==> src/rtl/mips_pkg.sv <==
// mips_pkg: shared HI/LO select codes, mul/div FSM states and data width
package mips_pkg;
    localparam int HILO_WIDTH = 32;
    typedef enum logic [1:0] {
        HILO_HOLD = 2'b00,
        HILO_RS   = 2'b01,
        HILO_DIV  = 2'b10,
        HILO_MULT = 2'b11
    } hilo_sel_t;
    typedef enum logic [1:0] {MD_IDLE, MD_ITER, MD_FIXUP} muldiv_state_t;
endpackage

==> src/rtl/mips_muldiv_iter.sv <==
// mips_muldiv_iter: unsigned shift-add multiply / restoring divide datapath, one bit per step
module mips_muldiv_iter import mips_pkg::*; #(
    parameter int DATA_WIDTH = HILO_WIDTH
) (
    input  logic                  clk,
    input  logic                  rst_n,
    input  logic                  start,
    input  logic                  step,
    input  logic                  is_div,
    input  logic [DATA_WIDTH-1:0] a_mag,
    input  logic [DATA_WIDTH-1:0] b_mag,
    output logic                  last,
    output logic [DATA_WIDTH-1:0] acc_hi,
    output logic [DATA_WIDTH-1:0] acc_lo
);
    localparam int W = DATA_WIDTH;
    localparam int CW = $clog2(W);

    logic [W-1:0]  b_r;
    logic [CW-1:0] cnt;
    logic [W:0]    sum, sh;
    logic [W-1:0]  diff;
    logic          ge;

    // multiply: acc_hi accumulates, acc_lo shifts out multiplier bits and shifts in product bits
    assign sum  = {1'b0, acc_hi} + (acc_lo[0] ? {1'b0, b_r} : '0);
    // divide: acc_hi is the partial remainder, acc_lo shifts dividend out and quotient in
    assign sh   = {acc_hi, acc_lo[W-1]};
    assign ge   = sh >= {1'b0, b_r};
    assign diff = sh[W-1:0] - b_r;
    assign last = cnt == CW'(W - 1);

    always_ff @(posedge clk or negedge rst_n) begin
        if (!rst_n) begin
            acc_hi <= '0;
            acc_lo <= '0;
            b_r    <= '0;
            cnt    <= '0;
        end else if (start) begin
            acc_hi <= '0;
            acc_lo <= a_mag;
            b_r    <= b_mag;
            cnt    <= '0;
        end else if (step) begin
            acc_hi <= is_div ? (ge ? diff : sh[W-1:0]) : sum[W:1];
            acc_lo <= is_div ? {acc_lo[W-2:0], ge} : {sum[0], acc_lo[W-1:1]};
            cnt    <= cnt + 1'b1;
        end
    end
endmodule

==> src/rtl/mips_hilo_muldiv.sv <==
// mips_hilo_muldiv: HI/LO registers with MTHI/MTLO and an iterative MULT/DIV engine.
// Define HILO_FAST_MULT_EN for single-cycle multiplies written at the issue edge.
module mips_hilo_muldiv import mips_pkg::*; #(
    parameter int DATA_WIDTH = HILO_WIDTH
) (
    input  logic                  clk,
    input  logic                  rst_n,
    input  logic                  issue,
    input  logic                  kill,
    input  logic                  hi_write,
    input  logic                  lo_write,
    input  logic [1:0]            hi_select,
    input  logic [1:0]            lo_select,
    input  logic                  unsigned_div,
    input  logic                  unsigned_mult,
    input  logic [DATA_WIDTH-1:0] rs_data,
    input  logic [DATA_WIDTH-1:0] rt_data,
    output logic                  busy,
    output logic [DATA_WIDTH-1:0] hi_out,
    output logic [DATA_WIDTH-1:0] lo_out
);
    localparam int W = DATA_WIDTH;

    muldiv_state_t  state;
    hilo_sel_t      hsel, lsel;
    logic           go, hi_md, lo_md, op_div_in, sgn, a_neg, b_neg, start, last;
    logic           op_div, wr_hi, wr_lo, neg_q, neg_r, div0;
    logic           hi_now_en, lo_now_en;
    logic [W-1:0]   hi_now, lo_now, a_mag, b_mag, acc_hi, acc_lo, rs_hold;
    logic [2*W-1:0] mag, res;

    assign hsel      = hilo_sel_t'(hi_select);
    assign lsel      = hilo_sel_t'(lo_select);
    assign go        = issue && !kill && state == MD_IDLE;
    assign hi_md     = hi_write && hi_select[1];
    assign lo_md     = lo_write && lo_select[1];
    assign op_div_in = hi_md ? hsel == HILO_DIV : lsel == HILO_DIV;
    assign sgn       = !(unsigned_div || unsigned_mult);
    assign a_neg     = sgn && rs_data[W-1];
    assign b_neg     = sgn && rt_data[W-1];
    assign a_mag     = a_neg ? -rs_data : rs_data;
    assign b_mag     = b_neg ? -rt_data : rt_data;

`ifdef HILO_FAST_MULT_EN
    logic [2*W-1:0] a_ext, b_ext, fast_prod;
    assign a_ext     = {{W{a_neg}}, rs_data};
    assign b_ext     = {{W{b_neg}}, rt_data};
    assign fast_prod = a_ext * b_ext;
    assign hi_now_en = go && hi_write && (hsel == HILO_RS || hsel == HILO_MULT);
    assign lo_now_en = go && lo_write && (lsel == HILO_RS || lsel == HILO_MULT);
    assign hi_now    = hsel == HILO_MULT ? fast_prod[2*W-1:W] : rs_data;
    assign lo_now    = lsel == HILO_MULT ? fast_prod[W-1:0] : rs_data;
    assign start     = go && (hi_md || lo_md) && op_div_in;
`else
    assign hi_now_en = go && hi_write && hsel == HILO_RS;
    assign lo_now_en = go && lo_write && lsel == HILO_RS;
    assign hi_now    = rs_data;
    assign lo_now    = rs_data;
    assign start     = go && (hi_md || lo_md);
`endif

    mips_muldiv_iter #(.DATA_WIDTH(W)) u_iter (
        .clk    (clk),
        .rst_n  (rst_n),
        .start  (start),
        .step   (state == MD_ITER),
        .is_div (op_div),
        .a_mag  (a_mag),
        .b_mag  (b_mag),
        .last   (last),
        .acc_hi (acc_hi),
        .acc_lo (acc_lo)
    );

    // sign restoration; the -2^(W-1)/-1 case falls out naturally as quotient 2^(W-1), remainder 0
    assign mag = {acc_hi, acc_lo};
    assign res = op_div ? (div0 ? {rs_hold, {W{1'b1}}}
                                : {neg_r ? -acc_hi : acc_hi, neg_q ? -acc_lo : acc_lo})
                        : (neg_q ? -mag : mag);

    always_ff @(posedge clk or negedge rst_n) begin
        if (!rst_n) begin
            state   <= MD_IDLE;
            busy    <= 1'b0;
            hi_out  <= '0;
            lo_out  <= '0;
            op_div  <= 1'b0;
            wr_hi   <= 1'b0;
            wr_lo   <= 1'b0;
            neg_q   <= 1'b0;
            neg_r   <= 1'b0;
            div0    <= 1'b0;
            rs_hold <= '0;
        end else begin
            if (hi_now_en) hi_out <= hi_now;
            if (lo_now_en) lo_out <= lo_now;
            if (start) begin
                state   <= MD_ITER;
                busy    <= 1'b1;
                op_div  <= op_div_in;
                wr_hi   <= hi_md;
                wr_lo   <= lo_md;
                neg_q   <= a_neg ^ b_neg;
                neg_r   <= a_neg;
                div0    <= rt_data == '0;
                rs_hold <= rs_data;
            end
            if (state == MD_ITER) begin
                state <= kill ? MD_IDLE : (last ? MD_FIXUP : MD_ITER);
                busy  <= !kill;
            end
            if (state == MD_FIXUP) begin
                state <= MD_IDLE;
                busy  <= 1'b0;
                if (!kill && wr_hi) hi_out <= res[2*W-1:W];
                if (!kill && wr_lo) lo_out <= res[W-1:0];
            end
        end
    end
endmodule

==> config.mk <==
export PLATFORM = sky130hd
export DESIGN_NAME = mips_hilo_muldiv
export DESIGN_NICKNAME = d
export VERILOG_FILES = /design/src/rtl/mips_pkg.sv /design/src/rtl/mips_muldiv_iter.sv /design/src/rtl/mips_hilo_muldiv.sv
export SDC_FILE = /design/constraint.sdc
export NUM_CORES = 1
export LEC_CHECK = 0
export BUFFER_PORTS_ARGS = -buffer_cell sky130_fd_sc_hd__buf_2
export CORE_MARGIN = 1.5
export CORE_UTILIZATION = 30
export DETAILED_ROUTE_END_ITERATION = 6
export PLACE_DENSITY = 0.54
export SYNTH_ARGS = -nofsm -noshare
export SYNTH_HDL_FRONTEND = slang
export SYNTH_SLANG_ARGS = --single-unit
==> constraint.sdc <==
create_clock -name clk -period 8.1 [get_ports clk]
set_clock_uncertainty 0.05 [all_clocks]
set_input_delay 0.405 -clock clk [delete_from_list [all_inputs] [get_ports clk]]
set_output_delay 0.405 -clock clk [all_outputs]
set_load 0.05 [all_outputs]
Word-level counts from Yosys, hierarchy flattened
Index checks and enable logic that the tools add are counted.
{"block": "totals", "regBits": 206, "inputBits": 76, "output_inout_bits": 65, "word_cells": 85}
{"block": "classes", "n_addsub": 8, "n_lt_le_gt_ge": 1, "eq_ne": 7, "muxes": 32, "n_bitwise": 1, "reduce_logical": 21}
{"op": "$mux 32", "n": 18}
{"op": "$mux 64", "n": 3}
{"op": "$neg 32->32", "n": 4}
{"op": "$neg 64->64", "n": 1}
{"op": "$add 32x33->33", "n": 1}
{"op": "$ge 33x32->1", "n": 1}
{"op": "$logic_not 32->1", "n": 1}
{"op": "$sub 32x32->32", "n": 1}
{"op": "$logic_and 1x1->1", "n": 13}
{"op": "$mux 2", "n": 5}
{"op": "$mux 5", "n": 2}
{"op": "$eq 2x1->1 const B", "n": 3}
{"op": "$eq 2x2->1 const B", "n": 3}
{"op": "$add 5x1->5 const B", "n": 1}
{"op": "$eq 5x5->1 const B", "n": 1}
{"op": "$mux 1", "n": 4}
{"op": "$reduce_bool 3->1", "n": 1}
{"op": "$logic_not 1->1", "n": 2}
{"op": "$logic_not 2->1", "n": 1}
{"op": "$logic_or 1x1->1", "n": 2}
{"op": "$reduce_bool 2->1", "n": 1}
{"op": "$xor 1x1->1", "n": 1}

Longest topological paths before layout
Gate-level depths: netlist of the first run.
{"block": "logic_depth", "word_depth": 8, "mapped_depth": 14, "mapped_depth_nobuf": 13}

Hierarchy
From an unflattened synthesis of the first run, not the netlist that was laid out.
{"block": "unflattened", "hier_cells": 2257, "hier_area_um2": 17409.2}
{"mod": "mips_hilo_muldiv", "n_inst": 1, "cells_each": 1170, "area_each_um2": 8788.4, "seq_area_each_um2": 2627.5}
{"mod": "mips_muldiv_iter", "n_inst": 1, "cells_each": 1087, "area_each_um2": 8620.8, "seq_area_each_um2": 2527.4}

Least setup slack after synthesis of the first run
No wires, ideal clock.
{"block": "synth_path", "path_kind": "reg-to-reg", "from": "reg u_iter.acc_hi[0]", "to": "reg hi_out[30]", "setup_ps": 104, "t_arrival_ps": 3378, "required_time_ps": 7946, "slack_ps": 4568, "path_stages_with_launch": 13, "n_path_buf": 1, "synth_period_minus_slack_ps": 3532, "cell_sequence": "dfrtp_1 -> clkbuf_1 -> inv_1 -> ha_1 -> or3b_4 -> or4b_4 -> or4b_4 -> or2_1 -> or3_1 -> nand2_1 -> xnor2_1 -> mux2i_1 -> a221oi_1"}
{"block": "synth_via", "elab_chain_len": 6, "word_cells_on_any_way": 8, "cone_classes": "add/sub (2); mux (6)"}
{"element": "start, declared", "line": "mips_muldiv_iter.sv:13", "source": "output logic [DATA_WIDTH-1:0] acc_hi,"}
{"element": "start signal, assigned", "line": "mips_muldiv_iter.sv:45", "source": "acc_hi <= is_div ? (ge ? diff : sh[W-1:0]) : sum[W:1];"}
{"element": "$neg 32->32", "line": "mips_hilo_muldiv.sv:78", "source": ": {neg_r ? -acc_hi : acc_hi, neg_q ? -acc_lo : acc_lo})"}
{"element": "$mux 32", "line": "mips_hilo_muldiv.sv:78"}
{"element": "$mux 64", "line": "mips_hilo_muldiv.sv:77", "source": "assign res = op_div ? (div0 ? {rs_hold, {W{1'b1}}}"}
{"element": "$mux 64 *", "line": "mips_hilo_muldiv.sv:77"}
{"element": "$mux 32 *", "line": "mips_hilo_muldiv.sv:115", "source": "if (!kill && wr_hi) hi_out <= res[2*W-1:W];"}
{"element": "$mux 32 *", "line": "mips_hilo_muldiv.sv:112", "source": "if (state == MD_FIXUP) begin"}
{"element": "end signal, assigned", "line": "mips_hilo_muldiv.sv:95", "source": "if (hi_now_en) hi_out <= hi_now;"}
{"element": "end signal, assigned", "line": "mips_hilo_muldiv.sv:115"}
{"element": "end, declared", "line": "mips_hilo_muldiv.sv:19", "source": "output logic [DATA_WIDTH-1:0] hi_out,"}
Every way passes the cells marked *; elsewhere a longest branch is shown, timed or not.
A chain may end at the register's enable or synchronous reset.

Final worst setup path of the first run
{"block": "layout_path", "from": "reg u_iter.acc_hi[0]", "to": "reg u_iter.acc_hi[30]"}
{"block": "layout_via", "elab_chain_len": 5, "word_cells_on_any_way": 7, "cone_classes": "add/sub (2); order compare (1); mux (4)"}
{"element": "$sub 32x32->32 or $ge 33x32->1 (tied branches)", "line": "mips_muldiv_iter.sv:30, mips_muldiv_iter.sv:29"}
{"element": "$mux 32", "line": "mips_muldiv_iter.sv:45"}
{"element": "$mux 32 *", "line": "mips_muldiv_iter.sv:45"}
{"element": "$mux 32 *", "line": "mips_muldiv_iter.sv:44", "source": "end else if (step) begin"}
{"element": "$mux 32 *", "line": "mips_muldiv_iter.sv:39", "source": "end else if (start) begin"}
Every way passes the cells marked *; elsewhere a longest branch is shown, timed or not. The select of a mux whose other input is x is not followed.

==> impl_metrics.env, run 1 <==
export IMPL_finalNonFillerCells=2898
export IMPL_r2r_setup_slack_ns=3.80
export IMPL_ys_warnings_count=0
export IMPL_vias_in_the_first_global_route=15700
export IMPL_startpoint_of_the_worst_hold_path="kill"
export IMPL_groute_usage_overall_pct=20.5
export IMPL_core_area_um2=55200
export IMPL_length_of_the_first_detailed_routing_pass_in_iterations=5
export IMPL_class_of_the_most_critical_hold_timing_path="primary input to flip-flop"
export IMPL_ant_nets=0
export IMPL_clk_path_buf_depth=3
export IMPL_synthesis_area_per_instance_um2=8.02
export IMPL_numClockSinks=206
export IMPL_unrepaired_setup_endpoints_after_global_routing="false"
export IMPL_power_leakage_nw=8.02
export IMPL_netlist_area_um2=16800
export IMPL_ir_worst_vdd_mv=0.169
export IMPL_worst_r2r_endpoint="u_iter.acc_hi[30]"
export IMPL_grt_antenna_before_repair=0
export IMPL_clock_tree_from_tritoncts="built"
export IMPL_crit_path_end_kind="flip-flop"
export IMPL_port_buffer_count=140
export IMPL_die_area_um2=57400
export IMPL_min_period_over_period_pct=53.1
export IMPL_synthArstFlopShare_pct=100
export IMPL_reg2regPathDepth=11
export IMPL_seq_area_um2=5160
export IMPL_die_x_extent_um=240
export IMPL_ctsHoldBuffers=1
export IMPL_critPathKind="flip-flop to flip-flop"
export IMPL_worstPathMaxFanout=21
export IMPL_vias=16000
export IMPL_start_util_pct=30.4
export IMPL_viasPerCell=5.53
export IMPL_grt_start_max_net_pins=116
export IMPL_ys_ff_latch=206
export IMPL_drt_drc_violations_left=0
export IMPL_total_half_perimeter_wirelength_after_legalization_and_detailed_placement_mm=43.4
export IMPL_crit_required_ns=8.55
export IMPL_post_synth_inst_count=2092
export IMPL_cap_viol_max_count=0
export IMPL_achievable_freq_mhz=232
export IMPL_cellPowerDensity_nw_per_um2=365
export IMPL_synth_sequential_area_ratio_pct=30.7
export IMPL_post_route_cells_drive_above_1_share_pct=11.3
export IMPL_maxSlewHeadroom_pct=6.38
export IMPL_yosys_most_used_dff="dfrtp_1"
export IMPL_final_fill_count=5788
export IMPL_cts_max_level=1
export IMPL_cp_startpoint_kind="flip-flop"
export IMPL_antenna_diode_count=0
export IMPL_setup_total_negative_slack_ns=0
export IMPL_yosysUniqueCellTypes=83
export IMPL_worst_hold_path_cell_count=2
export IMPL_clock_latency_of_the_later_clocked_register_in_the_worst_skew_pair_ns=0.59
export IMPL_finalWirelength_mm=59.7
export IMPL_die_height_um=240
export IMPL_io_pins=141
export IMPL_synth_net_count=2240
export IMPL_r2r_start="u_iter.acc_hi[0]"
export IMPL_slew_violations=0
export IMPL_clkTransAtPathRegs_ns=0.06
export IMPL_cts_buffers=27
export IMPL_cp_data_arrival_time_ns=4.75
export IMPL_wl_per_cell_um=20.6
export IMPL_final_hold_violation_count=0
export IMPL_floorplan_rows=86
export IMPL_final_net_count=2281
export IMPL_worst_pin_slew_ns=1.39
export IMPL_design_power_total_mw=6.95
export IMPL_shortest_clock_period_the_worst_path_allows_after_layout_ns=4.30
export IMPL_timing_hold_worst_endpoint="busy"
export IMPL_postCtsSetupBuffers=0
export IMPL_global_route_overflow_total=0
export IMPL_outcome="finished clean"
export IMPL_grt_pass1_wl_mm=92.5
export IMPL_drt_iter0_drc=1184
export IMPL_cts_resized=0
export IMPL_synth_enable_flop_cells=0
export IMPL_final_gp_congestion=0.937
export IMPL_setup_viol_count_final=0
export IMPL_cts_root_buffer="clkbuf_16"
export IMPL_multi_input_area_um2=10900
export IMPL_dp_cells=2851
export IMPL_syn2layout_area_growth_pct=13.4
worst max-delay path, stage by stage (launching register included):
cell and delay (ns):
dfrtp_1 0.56, ha_1 0.39, nor2b_1 0.20, o21bai_1 0.12
a21boi_0 0.52, a211oi_1 0.16, buf_4 0.20, o211ai_1 0.43
a21boi_2 0.25, nor2_4 0.78, nand2_1 0.29, o2111ai_1 0.26
logic make-up after synthesis:
logic type / share of synthesized area (%)
AO/OA/AOI/OAI: 24.2
XOR/XNOR: 9.81
multiplexers: 5.64
buffers and inverters: 4.94
flip-flops: 30.7
AND/OR/NAND/NOR: 19.2
adder cells (fa/ha/maj): 5.46
how the worst max path moves through the flow:
stage	from	end	slack (ns)	depth (start not counted)
3_3_place_gp	u_iter.acc_lo[0]	u_iter.acc_hi[28]	4.03	13
4_1_cts	u_iter.acc_hi[2]	u_iter.acc_hi[30]	3.89	11
3_5_place_dp	u_iter.acc_hi[2]	u_iter.acc_hi[30]	3.91	11
2_1_floorplan	u_iter.acc_hi[0]	hi_out[30]	4.57	12
6_report	u_iter.acc_hi[0]	u_iter.acc_hi[30]	3.80	11
5_1_grt	u_iter.acc_hi[0]	u_iter.acc_hi[29]	3.52	11
registers in the layout, indices dropped and copies added (netlist names), 2 cells and up:
name	count
lo_out	32
u_iter.acc_hi	32
u_iter.b_r	32
state	2
rs_hold	32
hi_out	32
u_iter.acc_lo	32
u_iter.cnt	5
final cells by class:
cell class | instances | share of cell area (%)
clock buffers | 39 | 4.21
well taps | 748 | 4.92
repair buffers | 163 | 4.65
flip-flops and latches | 206 | 27.1
inverters | 66 | 1.30
clock inverters | 7 | 0.802
multi-input cells | 1669 | 57.0
routing by layer:
layer	GRT usage (%)	wire [um]	vias up
met4	5.16	1340	0
met2	33.9	27400	482
met5	0	0	-
met1	28.1	27700	7846
li1	-	-	7633
met3	2.63	3260	78
synthesized netlist by cell type (7+ instances only):
cell	number	area [um^2]
or4_1	10	75.1
a221oi_1	22	193
o21ai_0	194	971
a21o_1	34	255
nand2b_1	10	62.6
dfrtp_1	206	5150
nand4_1	14	87.6
o211ai_1	33	248
buf_1	12	45.0
o21a_1	18	135
o22ai_1	9	56.3
and3_1	13	81.3
nand3b_1	12	90.1
mux2i_1	89	891
a32oi_1	33	289
nor4_1	15	93.8
xor2_1	89	780
nor3_1	39	195
o21bai_1	10	75.1
xnor2_1	99	867
nand2_1	320	1200
ha_1	70	876
a21oi_1	112	561
a211oi_1	29	218
o41ai_1	11	96.3
inv_1	66	248
a311oi_1	7	61.3
nor2b_1	28	175
and2_1	9	56.3
clkbuf_1	129	484
a22oi_1	22	165
o31ai_1	24	180
a31oi_1	19	119
nand3_1	35	175
nor2_1	133	499
buf_2	7	35.0
or3_1	17	106
cell usage in the layout (no fill, tap or decap), types with 15 or more instances in the layout:
master and instances:
o21a_1 18, nor3_1 37, a211oi_1 29, inv_1 66
o21ai_0 194, xnor2_1 99, dfrtp_1 203, o211ai_1 33
or3_1 17, a221oi_1 22, a32oi_1 33, nor2b_1 27
nand3_1 35, o31ai_1 24, xor2_1 89, nand2_1 319
nor2_1 131, a21o_1 34, a22oi_1 22, buf_4 22
a21oi_1 110, mux2i_1 89, ha_1 70, a31oi_1 19
clkbuf_16 27, nor4_1 15, buf_2 139
stage by stage:
stage	cell area (um^2)	hold WS, ns	util (%)	setup WS [ns]
floorplan	16800	0.0594	-	4.57
global placement	18100	0.404	32.7	4.03
detailed placement	18100	0.411	32.7	3.91
CTS	19000	0.0414	34.5	3.89
global route	19000	0.0709	34.5	3.52
finish	19000	0.0623	34.5	3.80
power by group:
group          internal, mW  switching [mW]
sequential             1.33           0.537
clock                 0.809           0.511
combinational          1.42            2.34
total                  3.56            3.39
Note: power is estimated with default switching activity, not from simulation.
==> run 2: changes to the inputs <==
PLACE_DENSITY = 0.55   (was 0.54)
clock period = 3.6 ns   (was 8.1 ns; I/O delays follow)
==> impl_metrics.env, run 2 (same netlist as run 1, synthesis figures left out) <==
export IMPL_post_route_cells_drive_above_1_share_pct=15.9
export IMPL_outcome="finished clean"
export IMPL_critPathKind="flip-flop to flip-flop"
export IMPL_shortest_clock_period_the_worst_path_allows_after_layout_ns=3.49
export IMPL_final_net_count=2461
export IMPL_clkTransAtPathRegs_ns=0.06
export IMPL_reg2regPathDepth=9
export IMPL_crit_path_end_kind="flip-flop"
export IMPL_start_util_pct=30.4
export IMPL_worstPathMaxFanout=6
export IMPL_io_pins=141
export IMPL_postLayoutCellArea_um2=20800
export IMPL_worst_r2r_endpoint="hi_out[16]"
export IMPL_r2r_start="u_iter.acc_hi[7]"
export IMPL_global_route_overflow_total=0
export IMPL_class_of_the_most_critical_hold_timing_path="primary input to flip-flop"
export IMPL_worst_pin_slew_ns=0.926
export IMPL_crit_chain="buf_4 > or4_1 > or4_4 > or3_4 > or4b_4 > o21ai_2 > o21ai_0 > o21ai_0 > o22ai_1"
export IMPL_switching_share_pct=47.1
export IMPL_cp_data_arrival_time_ns=3.89
export IMPL_cts_root_buffer="clkbuf_16"
export IMPL_cp_startpoint_kind="flip-flop"
export IMPL_cts_buffers=27
export IMPL_floorplan_rows=86
export IMPL_drt_iter0_drc=1316
export IMPL_vias=16800
export IMPL_net_switching_power_mw=7.78
export IMPL_setup_viol_count_final=0
export IMPL_maxSlewHeadroom_pct=38.1
export IMPL_timing_critical_path_slowest_cell_delay_ns=0.55
export IMPL_viasPerCell=5.46
export IMPL_power_leakage_nw=8.92
export IMPL_placedInstanceArea_um2=18900
export IMPL_total_half_perimeter_wirelength_after_legalization_and_detailed_placement_mm=45.5
export IMPL_clock_tree_from_tritoncts="built"
export IMPL_clock_power_share_pct=18.6
export IMPL_power_share_combinational_pct=58.0
export IMPL_crit_path_frequent_cell="o21ai_0"
export IMPL_final_fill_count=5703
export IMPL_cellPowerDensity_nw_per_um2=796
export IMPL_port_buffer_count=140
export IMPL_layout_commonest_cell="nand2_1"
export IMPL_grt_start_max_net_pins=90
export IMPL_worst_setup_path_endpoint="hi_out[16]"
export IMPL_groute_usage_overall_pct=21.0
export IMPL_grt_pass1_wl_mm=95.1
export IMPL_core_area_um2=55200
export IMPL_worstSetupStartpoint="u_iter.acc_hi[7]"
export IMPL_wl_per_cell_um=19.8
export IMPL_min_period_over_period_pct=97.0
export IMPL_final_hold_violation_count=0
export IMPL_crit_required_ns=3.99
export IMPL_die_area_um2=57400
export IMPL_final_gp_congestion=0.926
export IMPL_unrepaired_setup_endpoints_after_global_routing="true"
export IMPL_slew_violations=0
export IMPL_sequentialPowerShare_pct=23.4
export IMPL_cts_max_level=1
export IMPL_numClockSinks=206
export IMPL_clk_path_buf_depth=3
export IMPL_ir_worst_vdd_mv=0.524
export IMPL_r2r_setup_slack_ns=0.11
export IMPL_critical_path_slowest_cell="or4b_4"
export IMPL_vias_in_the_first_global_route=16600
export IMPL_finalWirelength_mm=60.9
export IMPL_length_of_the_first_detailed_routing_pass_in_iterations=5
export IMPL_cap_viol_max_count=0
export IMPL_layout_common_cells="318 x nand2_1, 203 x dfrtp_1, 194 x o21ai_0"
export IMPL_achievable_freq_mhz=286
export IMPL_die_x_extent_um=240
export IMPL_antenna_diode_count=0
export IMPL_drt_drc_violations_left=0
export IMPL_clock_latency_of_the_later_clocked_register_in_the_worst_skew_pair_ns=0.58
export IMPL_die_height_um=240
export IMPL_grt_antenna_before_repair=0
export IMPL_power_internal_mw=8.75
export IMPL_holdWs_ns=0.0282
export IMPL_ant_nets=0
export IMPL_syn2layout_area_growth_pct=23.6
run 2: metal layers:
metal	part of all wire, %	vias to the layer above	track usage (%)
met5	0	-	0
met4	2.9	0	6.46
met3	5.1	98	2.41
met2	46	512	34.5
met1	46	8232	28.7
li1	-	7980	-
run 2: metrics by stage:
stage	util (%)	instances	setup slack, ns	setup TNS, ns	total power, mW
3_5_place_dp	34.2	2951	0.0561	0	13.2
4_1_cts	37.4	3076	0.0425	0	16.4
2_1_floorplan	-	2092	0.0681	0	10.1
5_1_grt	37.6	3082	-0.0180	-0.0180	17.7
6_report	37.6	3082	0.106	0	16.5
3_3_place_gp	34.2	2951	0.125	0	13.1
run 2: worst min-delay path by stage:
stage          depth (start not counted)  slack [ns]            end       start
2_1_floorplan                          0       -0.17           busy       rst_n
3_3_place_gp                           1        0.28     lo_out[10]       rst_n
3_5_place_dp                           1        0.29     lo_out[10]       rst_n
4_1_cts                                3       0.004  u_iter.b_r[3]  rt_data[3]
5_1_grt                                3        0.03  u_iter.b_r[3]  rt_data[3]
6_report                               3        0.03          wr_hi    hi_write
run 2: power by group through the flow:
stage / registers, mW / logic [mW] / clock network [mW]
final: 3.87 / 9.58 / 3.07
after global routing: 3.98 / 10.5 / 3.21
after CTS: 3.86 / 9.39 / 3.12
after detailed placement: 3.89 / 9.28 / 0
after global placement: 3.86 / 9.21 / 0
after floorplan: 4.15 / 5.96 / 0
run 2: area by class of cell:
cell class              instances  area, um^2  share of cell area [%]
repair buffers                343        2490                    12.0
clock buffers                  34         742                    3.57
multi-input cells            1669       10900                    52.6
flip-flops and latches        206        5160                    24.9
inverters                      66         248                    1.19
well taps                     748         936                    4.51
clock inverters                16         258                    1.24
run 2: timing repair:
item | CTS | global route
hold buffers | 75 | 0
endpoints found under the hold margin | 231 | 0
gates resized for setup | 0 | 21
buffers inserted | 0 | 6
endpoints found under the setup margin | 0 | 15
run 2: critical path, delay by kind of cell, from the launching register on:
kind,cells,cell delay [ns]
buf+inv,1,0.23
simple gates,4,1.92
flops,1,0.51
compound gates,4,0.66
